[src/rtl/div_pkg.sv]
// Shared definitions for the sequential restoring divider: FSM encoding,
// default operand width and the quotient reported for a zero divisor.
package div_pkg;

  typedef enum logic [1:0] {
    ST_IDLE = 2'd0,
    ST_RUN  = 2'd1,
    ST_DONE = 2'd2
  } div_state_e;

  localparam int WIDTH_DEFAULT = 4;
  localparam int WIDTH_MAX     = 16;

  // All-ones quotient for a zero divisor; the top level keeps the low WIDTH bits.
  localparam logic [WIDTH_MAX-1:0] DBZ_QUOTIENT = '1;

endpackage : div_pkg

[src/rtl/div_step.sv]
// One restoring-division step: shift the partial remainder left by one bit,
// bringing in the next dividend bit, then subtract the divisor if it fits.
module div_step #(
  parameter int WIDTH = div_pkg::WIDTH_DEFAULT
) (
  input  logic [WIDTH:0]   r_in,
  input  logic [WIDTH-1:0] d,
  input  logic             q_msb,
  output logic [WIDTH:0]   r_out,
  output logic             q_bit
);

  logic [WIDTH:0]   w_shifted;
  logic [WIDTH:0]   w_d_inv;
  logic [WIDTH:0]   w_diff;
  logic [WIDTH+1:0] w_carry;
  logic             w_unused_msb;

  // The partial remainder is always below the divisor, so its top bit is
  // zero on entry and is shifted out without loss.
  assign w_unused_msb = r_in[WIDTH];
  assign w_shifted    = {r_in[WIDTH-1:0], q_msb};

  // Two's-complement subtract: add the inverted divisor with carry-in 1.
  assign w_d_inv    = ~{1'b0, d};
  assign w_carry[0] = 1'b1;

  for (genvar i = 0; i <= WIDTH; i++) begin : g_sub
    full_adder u_fa (
      .i_a   (w_shifted[i]),
      .i_b   (w_d_inv[i]),
      .i_cin (w_carry[i]),
      .o_sum (w_diff[i]),
      .o_cout(w_carry[i+1])
    );
  end

  // Carry out set means no borrow: shifted remainder >= divisor, keep the difference.
  assign q_bit = w_carry[WIDTH+1];
  assign r_out = q_bit ? w_diff : w_shifted;

endmodule : div_step

[src/rtl/full_adder.sv]
// One-bit full adder cell, the building block of the divider's ripple subtractor.
module full_adder (
  input  logic i_a,
  input  logic i_b,
  input  logic i_cin,
  output logic o_sum,
  output logic o_cout
);

  assign o_sum  = i_a ^ i_b ^ i_cin;
  assign o_cout = (i_a & i_b) | (i_cin & (i_a ^ i_b));

endmodule : full_adder

[src/rtl/seq_divider.sv]
// Sequential unsigned restoring divider, one quotient bit per clock, with a
// start/done handshake that accepts a new operation in the DONE cycle.
module seq_divider
  import div_pkg::*;
#(
  parameter int WIDTH = WIDTH_DEFAULT
) (
  input  logic             clk,
  input  logic             rst_n,
  input  logic             start,
  input  logic [WIDTH-1:0] dividend,
  input  logic [WIDTH-1:0] divisor,
  output logic             busy,
  output logic             done,
  output logic [WIDTH-1:0] quotient,
  output logic [WIDTH-1:0] remainder,
  output logic             div_by_zero
);

  localparam int CNT_W = $clog2(WIDTH);

  div_state_e       r_state;
  logic [WIDTH-1:0] r_q;
  logic [WIDTH:0]   r_r;
  logic [WIDTH-1:0] r_d;
  logic [CNT_W-1:0] r_cnt;
  logic             r_busy;
  logic             r_done;
  logic [WIDTH-1:0] r_quotient;
  logic [WIDTH-1:0] r_remainder;
  logic             r_dbz;

  logic [WIDTH:0]   w_r_next;
  logic             w_q_bit;
  logic [WIDTH-1:0] w_q_next;

  div_step #(.WIDTH(WIDTH)) u_step (
    .r_in (r_r),
    .d    (r_d),
    .q_msb(r_q[WIDTH-1]),
    .r_out(w_r_next),
    .q_bit(w_q_bit)
  );

  assign w_q_next = {r_q[WIDTH-2:0], w_q_bit};

  // NOTE: all state here is updated with non-blocking assignments so every
  // register samples the values from before the edge, like real flops.
  always_ff @(posedge clk) begin
    if (!rst_n) begin
      r_state     <= ST_IDLE;
      r_q         <= '0;
      r_r         <= '0;
      r_d         <= '0;
      r_cnt       <= '0;
      r_busy      <= 1'b0;
      r_done      <= 1'b0;
      r_quotient  <= '0;
      r_remainder <= '0;
      r_dbz       <= 1'b0;
    end else begin
      r_done <= 1'b0;
      case (r_state)
        ST_IDLE, ST_DONE: begin
          if (start) begin
            if (divisor != '0) begin
              r_q     <= dividend;
              r_d     <= divisor;
              r_r     <= '0;
              r_cnt   <= CNT_W'(WIDTH - 1);
              r_busy  <= 1'b1;
              r_state <= ST_RUN;
            end else begin
              // Zero divisor needs no iterations: report straight away.
              r_quotient  <= DBZ_QUOTIENT[WIDTH-1:0];
              r_remainder <= dividend;
              r_dbz       <= 1'b1;
              r_done      <= 1'b1;
              r_state     <= ST_DONE;
            end
          end else begin
            r_state <= ST_IDLE;
          end
        end

        ST_RUN: begin
          r_q   <= w_q_next;
          r_r   <= w_r_next;
          r_cnt <= r_cnt - 1'b1;
          if (r_cnt == '0) begin
            r_quotient  <= w_q_next;
            r_remainder <= w_r_next[WIDTH-1:0];
            r_dbz       <= 1'b0;
            r_done      <= 1'b1;
            r_busy      <= 1'b0;
            r_state     <= ST_DONE;
          end
        end

        default: begin
          r_busy  <= 1'b0;
          r_state <= ST_IDLE;
        end
      endcase
    end
  end

  assign busy        = r_busy;
  assign done        = r_done;
  assign quotient    = r_quotient;
  assign remainder   = r_remainder;
  assign div_by_zero = r_dbz;

endmodule : seq_divider

[config.mk]
export PLATFORM = sky130hd
export DESIGN_NAME = seq_divider
export DESIGN_NICKNAME = d
export VERILOG_FILES = /design/src/rtl/div_pkg.sv /design/src/rtl/div_step.sv /design/src/rtl/full_adder.sv /design/src/rtl/seq_divider.sv
export SDC_FILE = /design/constraint.sdc
export NUM_CORES = 1
export LEC_CHECK = 0
export CELL_PAD_IN_SITES_DETAIL_PLACEMENT = 1
export CELL_PAD_IN_SITES_GLOBAL_PLACEMENT = 1
export CORE_ASPECT_RATIO = 0.8
export CORE_MARGIN = 1.5
export CORE_UTILIZATION = 42
export DETAILED_ROUTE_END_ITERATION = 8
export DONT_BUFFER_PORTS = 1
export PLACE_DENSITY = 0.83
export SLEW_MARGIN = 10
export SYNTH_ARGS = -nofsm -noshare
export SYNTH_HDL_FRONTEND = slang
export SYNTH_SLANG_ARGS = --single-unit
[constraint.sdc]
create_clock -name clk -period 2.29 [get_ports clk]
set_input_delay 0.458 -clock clk [delete_from_list [all_inputs] [get_ports clk]]
set_output_delay 0.458 -clock clk [all_outputs]
set_load 0.05 [all_outputs]
* After elaboration in Yosys (flattened, before gate mapping)
Cells that the tools add are included.
** Cells by class
- $add $sub $neg :: 1
- Eq/ne operators :: 6
- Multiplexer cells :: 33
- Bitwise logic cells :: 24
- Reduce and logical (&&, ||, !) cells :: 9
** Operators by type and width (count)
- 4-bit two-way mux :: 11
- 4-bit one-hot mux with 2 select lines :: 4
- 2-bit two-way mux :: 5
- 1-bit AND :: 9
- 3-bit AND reduction :: 3
- 1-bit two-way mux :: 8
- 2-bit inequality test (second input constant) :: 4
- 2-bit one-hot mux with 2 select lines :: 2
- 1-bit XOR :: 8
- 1-bit one-hot mux with 2 select lines :: 3
- 4-bit NOT with 5-bit output :: 1
- 1-bit OR :: 5
- 2-bit zero test :: 2
- 4-bit AND reduction :: 1
- 4-bit nonzero test :: 1
- 2-bit by 1-bit == test with 1-bit output (second input constant) :: 1
- 2-bit == test (second input constant) :: 1
- 2-bit nonzero test :: 1
- 2-bit OR reduction :: 1
- 2-bit by 1-bit subtractor with 2-bit output (second input constant) :: 1
- 1-bit NOT :: 1
** Storage, ports and cells
- Bits in registers :: 27
- Bits of input ports :: 11
- Output and inout bits :: 11
- Logic and storage cells :: 83

* Longest topological paths before layout
Gate-level depths: netlist (run 1).
- Word-level depth :: 14
- Mapped depth :: 8

* Hierarchy
Synthesis (run 1) repeated with hierarchy kept, for this count alone.
** Second synthesis, totals
- Cells, all modules :: 149
- Area, all modules :: 1348.8 um^2
** By module, submodules not included
- seq_divider :: times used 1, cells an instance 134, area each 1173.6 um^2, sequential area each 560.5 um^2
- full_adder :: times used 5, cells an instance 1, area each 20.0 um^2, sequential area each 0.0 um^2
- div_step :: times used 1, cells an instance 10, area each 75.1 um^2, sequential area each 0.0 um^2

* Least setup slack after synthesis (run 1)
No wires, ideal clock.
- Path type :: reg2reg
- From :: register r_q[3]
- To :: register r_remainder[0] (netlist: remainder[0])
- Setup time :: 0.091 ns
- Data arrival time :: 2.457 ns
- Data required time :: 2.199 ns
- Slack :: -0.258 ns
- Stages on the path, launching flop included :: 9
- Cells stage by stage :: dfxtp_1 -> inv_1 -> ha_1 -> fa_1 -> fa_1 -> fa_1 -> nor3b_1 -> a211o_1 -> a311oi_1
** On the way
- Longest elaborated chain between the ends :: 13
- Elaborated cells between the ends (all ways) :: 15
- Classes of those cells :: mux: 3; bitwise: 12
** Ends and longest elaborated chain
- from (decl) :: RTL line seq_divider.sv:23 : logic [WIDTH-1:0] r_q;
- from (signal assigned) :: RTL line seq_divider.sv:67 : r_q <= dividend;
- from (signal assigned) :: RTL line seq_divider.sv:87 : r_q <= w_q_next;
- 1-bit AND or 1-bit XOR (tied branches) :: RTL line full_adder.sv:11, full_adder.sv:10
- 1-bit OR :: RTL line full_adder.sv:11 : assign o_cout = (i_a & i_b) | (i_cin & (i_a ^ i_b));
- 1-bit AND :: RTL line full_adder.sv:11
- 1-bit OR :: RTL line full_adder.sv:11
- 1-bit AND :: RTL line full_adder.sv:11
- 1-bit OR :: RTL line full_adder.sv:11
- 1-bit AND :: RTL line full_adder.sv:11
- 1-bit OR :: RTL line full_adder.sv:11
- 1-bit AND :: RTL line full_adder.sv:11
- 1-bit OR :: RTL line full_adder.sv:11
- 4-bit two-way mux (*) :: RTL line div_step.sv:40 : assign r_out = q_bit ? w_diff : w_shifted;
- 4-bit two-way mux (*) :: RTL line seq_divider.sv:90 : if (r_cnt == '0) begin
- 4-bit one-hot mux with 2 select lines (*) :: RTL line seq_divider.sv:63 : case (r_state)
- to (signal assigned) :: RTL line seq_divider.sv:76 : r_remainder <= dividend;
- to (signal assigned) :: RTL line seq_divider.sv:92 : r_remainder <= w_r_next[WIDTH-1:0];
- to (decl) :: RTL line seq_divider.sv:30 : logic [WIDTH-1:0] r_remainder;
Every way passes the cells marked *; elsewhere a longest branch is shown, timed or not. The select of a mux whose other input is x is not followed.
A chain may end at the register's enable or synchronous reset.

* Final worst setup path (run 1)
- From :: register r_q[3]
- To :: register r_remainder[1] (netlist: remainder[1])
** On the way
- Longest elaborated chain between the ends :: 13
- Elaborated cells between the ends (all ways) :: 15
- Classes of those cells :: mux: 3; bitwise: 12
** Ends and longest elaborated chain (RTL line)
- 1-bit AND or 1-bit XOR (tied branches) :: full_adder.sv:11
- 1-bit OR (*) :: full_adder.sv:11
- 1-bit AND :: full_adder.sv:11
- 1-bit OR :: full_adder.sv:11
- 1-bit AND :: full_adder.sv:11
- 1-bit OR :: full_adder.sv:11
- 1-bit AND :: full_adder.sv:11
- 1-bit OR :: full_adder.sv:11
- 1-bit AND :: full_adder.sv:11
- 1-bit OR :: full_adder.sv:11
- 4-bit two-way mux (*) :: div_step.sv:40
- 4-bit two-way mux (*) :: seq_divider.sv:90
- 4-bit one-hot mux with 2 select lines (*) :: seq_divider.sv:63
Marked as above.

==> results of run 1 <==
per-stage QoR:
step	utilization [%]	worst slack, ps
2_1_floorplan	-	4.11
3_3_place_gp	47.1	-83.0
3_5_place_dp	47.1	-161
4_1_cts	49.6	-195
5_1_grt	50.1	-236
6_report	50.1	-190
per-layer routing:
metal | track usage, % | vias to the layer above | wire, µm | part of all wire (%)
met2 | 38.7 | 29 | 1690 | 49
met5 | 0 | - | 0 | 0
li1 | - | 494 | - | -
met3 | 7.36 | 4 | 191 | 5.6
met1 | 25.9 | 519 | 1510 | 44
met4 | 6.74 | 0 | 33 | 0.96
sequential cells by signal, indices dropped and copies added, names as in the netlist:
register     count
div_by_zero      1
r_state          2
r_q              4
r_r              4
busy             1
r_d              4
done             1
r_cnt            2
remainder        4
quotient         4
cells in the mapped netlist (all sizes together), types with 4 or more instances:
cell / number
dfxtp: 27
o21ai: 13
a21oi: 10
a211oi: 9
clkbuf: 8
nand2: 8
inv: 6
a211o: 4
a311oi: 4
a31oi: 4
nand3: 4
nor3b: 4
o211ai: 4
o221a: 4
report_power, final:
part	leakage, nW	switching [mW]	internal (mW)
registers	0.222	0.0877	0.512
clock network	0.0228	0.142	0.125
logic	0.233	0.129	0.107
total	0.478	0.359	0.743
kinds of logic (layout without fill, tap and decap cells):
| group | Yosys count | in the layout |
|---|---|---|
| buf+inv | 16 | 19 |
| simple gates | 30 | 30 |
| compound gates | 53 | 53 |
| flops | 27 | 27 |
| fa+ha+maj | 5 | 5 |
worst min path at each step:
stage	startpoint	endpoint	slack, ps
4_1_cts	rst_n	r_state[1]	300
6_report	rst_n	r_state[1]	300
3_3_place_gp	r_cnt[0]	r_cnt[0]	460
5_1_grt	rst_n	r_state[1]	290
3_5_place_dp	r_cnt[0]	r_cnt[0]	470
2_1_floorplan	r_cnt[0]	r_cnt[0]	440
cell usage in the layout (no fill, tap or decap), types with 4 or more instances in the layout:
cell and n:
o221a_1 4, a21oi_1 10, nand3_1 4, inv_1 5, buf_4 8, o211ai_1 4
a31oi_1 4, a211oi_1 9, o21ai_0 12, dfxtp_1 26, a211o_1 4, nand2_1 8
critical path, delay by kind of cell (launching register included):
| family | cells | cell delay (ps) |
|---|---|---|
| adders and majority gates | 4 | 1250 |
| AOI/OAI and AO/OA | 2 | 570 |
| DFF | 1 | 340 |
| and+or+nand+nor | 1 | 170 |
| buffers and inverters | 1 | 40 |
layout make-up:
cell class / instances / area (µm²)
clock buffer: 4 / 45.0
fill: 331 / 1400
inverter: 7 / 26.3
multi-input combinational: 88 / 687
sequential: 27 / 542
tap: 38 / 47.5
timing repair buffer: 8 / 60.1
what timing repair did:
action | CTS | global route
gates resized for setup | 6 | 1
buffers inserted | 0 | 1
pin swaps | 1 | 2
setup endpoints to repair | 9 | 9
==> flow_metrics.env, run 1 <==
export IMPL_crit_required_ps=2460
export IMPL_die_h_um=51.9
export IMPL_holdBufCountCts=0
export IMPL_tns_ps=-933
export IMPL_start_util_pct=44.7
export IMPL_nNetsFinal=151
export IMPL_slew_headroom_pct=50.3
export IMPL_status="finished, violations left"
export IMPL_worst_slack_ps=-190
export IMPL_ys_warn_count=0
export IMPL_power_density_nw_per_um2=783
export IMPL_stdcell_count=172
export IMPL_postRouteAntennaNets=0
export IMPL_yosys_area_share_simple_pct=15.1
export IMPL_finalCritPeriodShare_pct=108
export IMPL_vias=1046
export IMPL_ys_ff_latch=27
export IMPL_synth_edf_count=0
export IMPL_num_rows=17
export IMPL_hold_viol_final=0
export IMPL_synth_area_um2=1260
export IMPL_grt_max_degree=22
export IMPL_synth_nets=147
export IMPL_synth_main_ff_cell="dfxtp_1"
export IMPL_finClkSkew_ps=6.33
export IMPL_diodes=0
export IMPL_antenna_found_initial=0
export IMPL_critPathArrivalTime_ps=2650
export IMPL_ys_types=30
export IMPL_maxCapViolations=0
export IMPL_clkLatencyLatePin_ps=270
export IMPL_drive_gt1_share_pct=17.9
export IMPL_die_w_um=64.1
export IMPL_clk_pin_slew_worst_paths_ps=90
export IMPL_cp_max_fo=5
export IMPL_die_area_um2=3330
export IMPL_whs_ps=305
export IMPL_synth_compound_area_share_pct=29.7
export IMPL_drt_initial_drc_count=48
export IMPL_ios=22
export IMPL_fin_area_um2=1410
export IMPL_grt_pass1_vias=1090
export IMPL_r2r_start="r_q[3]"
export IMPL_synth_xor_area_share_pct=0
export IMPL_yosysTopAreaCell="dfxtp_1"
export IMPL_slew_violations=0
export IMPL_drt_pass1_iter_count=4
export IMPL_crit_chain="inv_2 -> ha_4 -> fa_2 -> fa_2 -> fa_2 -> nor3b_2 -> a211o_1 -> a311oi_1"
export IMPL_cts_sinks=27
export IMPL_cts_max_path_buffers=2
export IMPL_viasPerCell=6.08
export IMPL_place_hpwl_mm=2.46
export IMPL_async_reset_ff_share_pct=0
export IMPL_start_kind="register"
export IMPL_synth_top_family_by_area="compound AO/OA/AOI/OAI gates"
export IMPL_endpoint="remainder[1]"
export IMPL_yosysTopAreaCellShare_pct=43.0
export IMPL_wl_mm=3.42
export IMPL_synth_cells=131
export IMPL_p_leak_nw=0.478
export IMPL_syn_area_per_cell_um2=9.59
export IMPL_h_tree_depth=1
export IMPL_cpPeakStageDelay_ps=380
export IMPL_ir_worst_vdd_v=0.000417
export IMPL_dp_cells=167
export IMPL_root_buffer="clkbuf_8"
export IMPL_portBuffers=0
export IMPL_wl_per_cell_um=19.9
export IMPL_cts_buffers=3
export IMPL_hold_depth=1
export IMPL_cpMostUsedCell="fa_2"
export IMPL_synth_fa_ha_area_share_pct=6.77
export IMPL_power_mw=1.10
export IMPL_tightest_slew_ps=746
export IMPL_rsz0062_at_grt="true"
export IMPL_cp_end_kind="register"
export IMPL_yosysSeqAreaShare_pct=43.0
export IMPL_critPathSlowestCell="fa_2"
export IMPL_reg2reg_setup_slack_ps=-190
export IMPL_finalCriticalPeriod_ps=2480
export IMPL_startpoint="r_q[3]"
export IMPL_drc=0
export IMPL_min_path_type="in2reg"
export IMPL_r2r_end="remainder[1]"
export IMPL_ys_top_cells_by_area="dfxtp_1 (43%), a211oi_1 (5.4%), fa_1 (4.8%)"
export IMPL_rr_worst_depth=8
export IMPL_synthMuxAreaShare_pct=0
export IMPL_grt_ovfl_total=0
export IMPL_grt_usage_pct=22.1
export IMPL_max_freq_mhz=403
export IMPL_routabilityCongestion=0.854
export IMPL_core_area_um2=2810
export IMPL_grt_pass1_wl_mm=5.38
export IMPL_dpl_cell_area_um2=1320
export IMPL_crit_type="reg2reg"
export IMPL_violations="setup timing"
export IMPL_cts_tree="done"
export IMPL_setup_viol=8
export IMPL_syn_to_final_growth_pct=12.1
Note: power is estimated with default switching activity, not from simulation.
==> run 2, diff against run 1 <==
--- a/config.mk
+++ b/config.mk
@@ -13,6 +13,7 @@
 export DETAILED_ROUTE_END_ITERATION = 8
 export DONT_BUFFER_PORTS = 1
 export PLACE_DENSITY = 0.83
+export SETUP_SLACK_MARGIN = 0.4
 export SLEW_MARGIN = 10
 export SYNTH_ARGS = -nofsm -noshare
 export SYNTH_HDL_FRONTEND = slang
==> flow_metrics.env, run 2 (synthesis results as in run 1) <==
export IMPL_wl_mm=3.25
export IMPL_viasPerCell=6.05
export IMPL_rr_worst_depth=8
export IMPL_start_kind="register"
export IMPL_cp_end_kind="register"
export IMPL_drive_gt1_share_pct=19.7
export IMPL_hold_path_end="done"
export IMPL_root_buffer="clkbuf_8"
export IMPL_cts_max_path_buffers=2
export IMPL_finalCriticalPeriod_ps=2380
export IMPL_postCtsSetupBuffers=0
export IMPL_grt_pass1_wl_mm=5.33
export IMPL_p_leak_nw=0.473
export IMPL_drt_initial_drc_count=41
export IMPL_finClkSkew_ps=1.28
export IMPL_switchingPower_uw=360
export IMPL_slew_headroom_pct=50.9
export IMPL_reg2reg_setup_slack_ps=-90
export IMPL_hp_start="rst_n"
export IMPL_violations="setup timing"
export IMPL_crit_required_ps=2460
export IMPL_ir_worst_vdd_v=0.000325
export IMPL_drt_pass1_iter_count=4
export IMPL_dp_cells=166
export IMPL_wl_per_cell_um=19.1
export IMPL_max_freq_mhz=420
export IMPL_r2r_end="remainder[1]"
export IMPL_place_hpwl_mm=2.36
export IMPL_crit_type="reg2reg"
export IMPL_grt_usage_pct=21.4
export IMPL_core_area_um2=2810
export IMPL_cts_sinks=27
export IMPL_holdBufCountCts=0
export IMPL_setup_viol=5
export IMPL_routabilityCongestion=0.869
export IMPL_drc=0
export IMPL_cts_tree="done"
export IMPL_clkLatencyLatePin_ps=270
export IMPL_dpl_cell_area_um2=1320
export IMPL_power_density_nw_per_um2=777
export IMPL_combPwrFrac_pct=21.1
export IMPL_diodes=0
export IMPL_die_area_um2=3330
export IMPL_die_h_um=51.9
export IMPL_grt_pass1_vias=1122
export IMPL_slew_violations=0
export IMPL_grt_max_degree=22
export IMPL_num_rows=17
export IMPL_vias=1028
export IMPL_hold_viol_final=0
export IMPL_antenna_found_initial=0
export IMPL_nNetsFinal=149
export IMPL_worst_slack_ps=-88.2
export IMPL_h_tree_depth=1
export IMPL_fillCellCount=330
export IMPL_final_common_cell="dfxtp_1"
export IMPL_min_path_type="in2reg"
export IMPL_postRouteAntennaNets=0
export IMPL_grt_ovfl_total=0
export IMPL_die_w_um=64.1
export IMPL_start_util_pct=44.7
export IMPL_syn_to_final_growth_pct=12.8
export IMPL_fin_area_um2=1420
export IMPL_cp_max_fo=5
export IMPL_finalCritPeriodShare_pct=104
export IMPL_status="finished, violations left"
export IMPL_cts_buffers=3
export IMPL_rsz0062_at_grt="true"
export IMPL_p_sw_share_pct=32.7
export IMPL_hold_depth=1
export IMPL_stdcell_count=170
export IMPL_maxCapViolations=0
export IMPL_p_clk_share_pct=24.5
export IMPL_critPathArrivalTime_ps=2550
export IMPL_portBuffers=0
export IMPL_tightest_slew_ps=737
export IMPL_ios=22
export IMPL_clk_pin_slew_worst_paths_ps=90
export IMPL_p_seq_share_pct=54.5
export IMPL_internal_power_uw=741
export IMPL_final_cell_mix="dfxtp_1 (25), o21ai_0 (12), a21oi_1 (9), a211oi_1 (9), nand2_1 (8)"
export IMPL_r2r_start="r_q[3]"
==> run 2: cell count changes in the layout (fill, tap and decap cells not counted), sizes merged <==
cell  change
buf       -2
==> run 2: what timing repair did <==
action	CTS	global route
resized for setup	6	5
setup endpoints to repair	10	10
pin swaps	0	2
==> run 2: worst max-delay path, cell delays in order, from the launching register on <==
cell,delay (ps)
dfxtp_2,350
inv_2,40
ha_4,150
fa_2,330
fa_2,350
fa_2,380
nor3b_2,170
a211o_1,260
a311oi_1,260
==> run 2: per-stage QoR <==
stage	util (%)	power, mW	setup WS [ps]	TNS, ps	hold slack [ps]
after floorplan	-	0.755	78.9	0	440
final	50.5	1.10	-88.2	-351	305
after detailed placement	47.0	0.818	-76.2	-150	479
after CTS	49.6	1.09	-74.7	-270	301
after global placement	47.0	0.803	-4.46	-8.66	456
after global routing	50.5	1.16	-185	-980	303
==> run 2: layer usage <==
| metal | global-route usage, % | wire length (µm) |
|---|---|---|
| met1 | 25.3 | 1480 |
| met2 | 36.8 | 1540 |
| met3 | 8.66 | 223 |
| met4 | 4.96 | 0 |
| met5 | 0 | 0 |
==> run 2: power by group through the flow <==
stage	registers, mW	clock network, mW	logic (mW)
2_1_floorplan	0.604	0	0.151
3_3_place_gp	0.604	0	0.199
3_5_place_dp	0.608	0	0.211
4_1_cts	0.598	0.276	0.220
5_1_grt	0.606	0.294	0.259
6_report	0.600	0.269	0.232
==> run 2: worst max path at each step <==
stage,start,to,slack (ps),cells after the start
floorplan,r_q[3],remainder[0],80,8
global placement,r_q[3],remainder[1],-4,8
detailed placement,r_q[3],remainder[0],-80,8
CTS,r_q[3],remainder[0],-70,8
global route,r_q[3],remainder[2],-180,8
finish,r_q[3],remainder[1],-90,8
==> run 2: cell type report <==
type                       count  area (µm²)  share of cell area [%]
sequential                    27         543                    38.3
timing repair buffer           6        48.8                    3.44
multi-input combinational     88         707                    49.9
inverter                       7        26.3                    1.85
clock buffer                   4        45.0                    3.18
tap                           38        47.5                    3.35
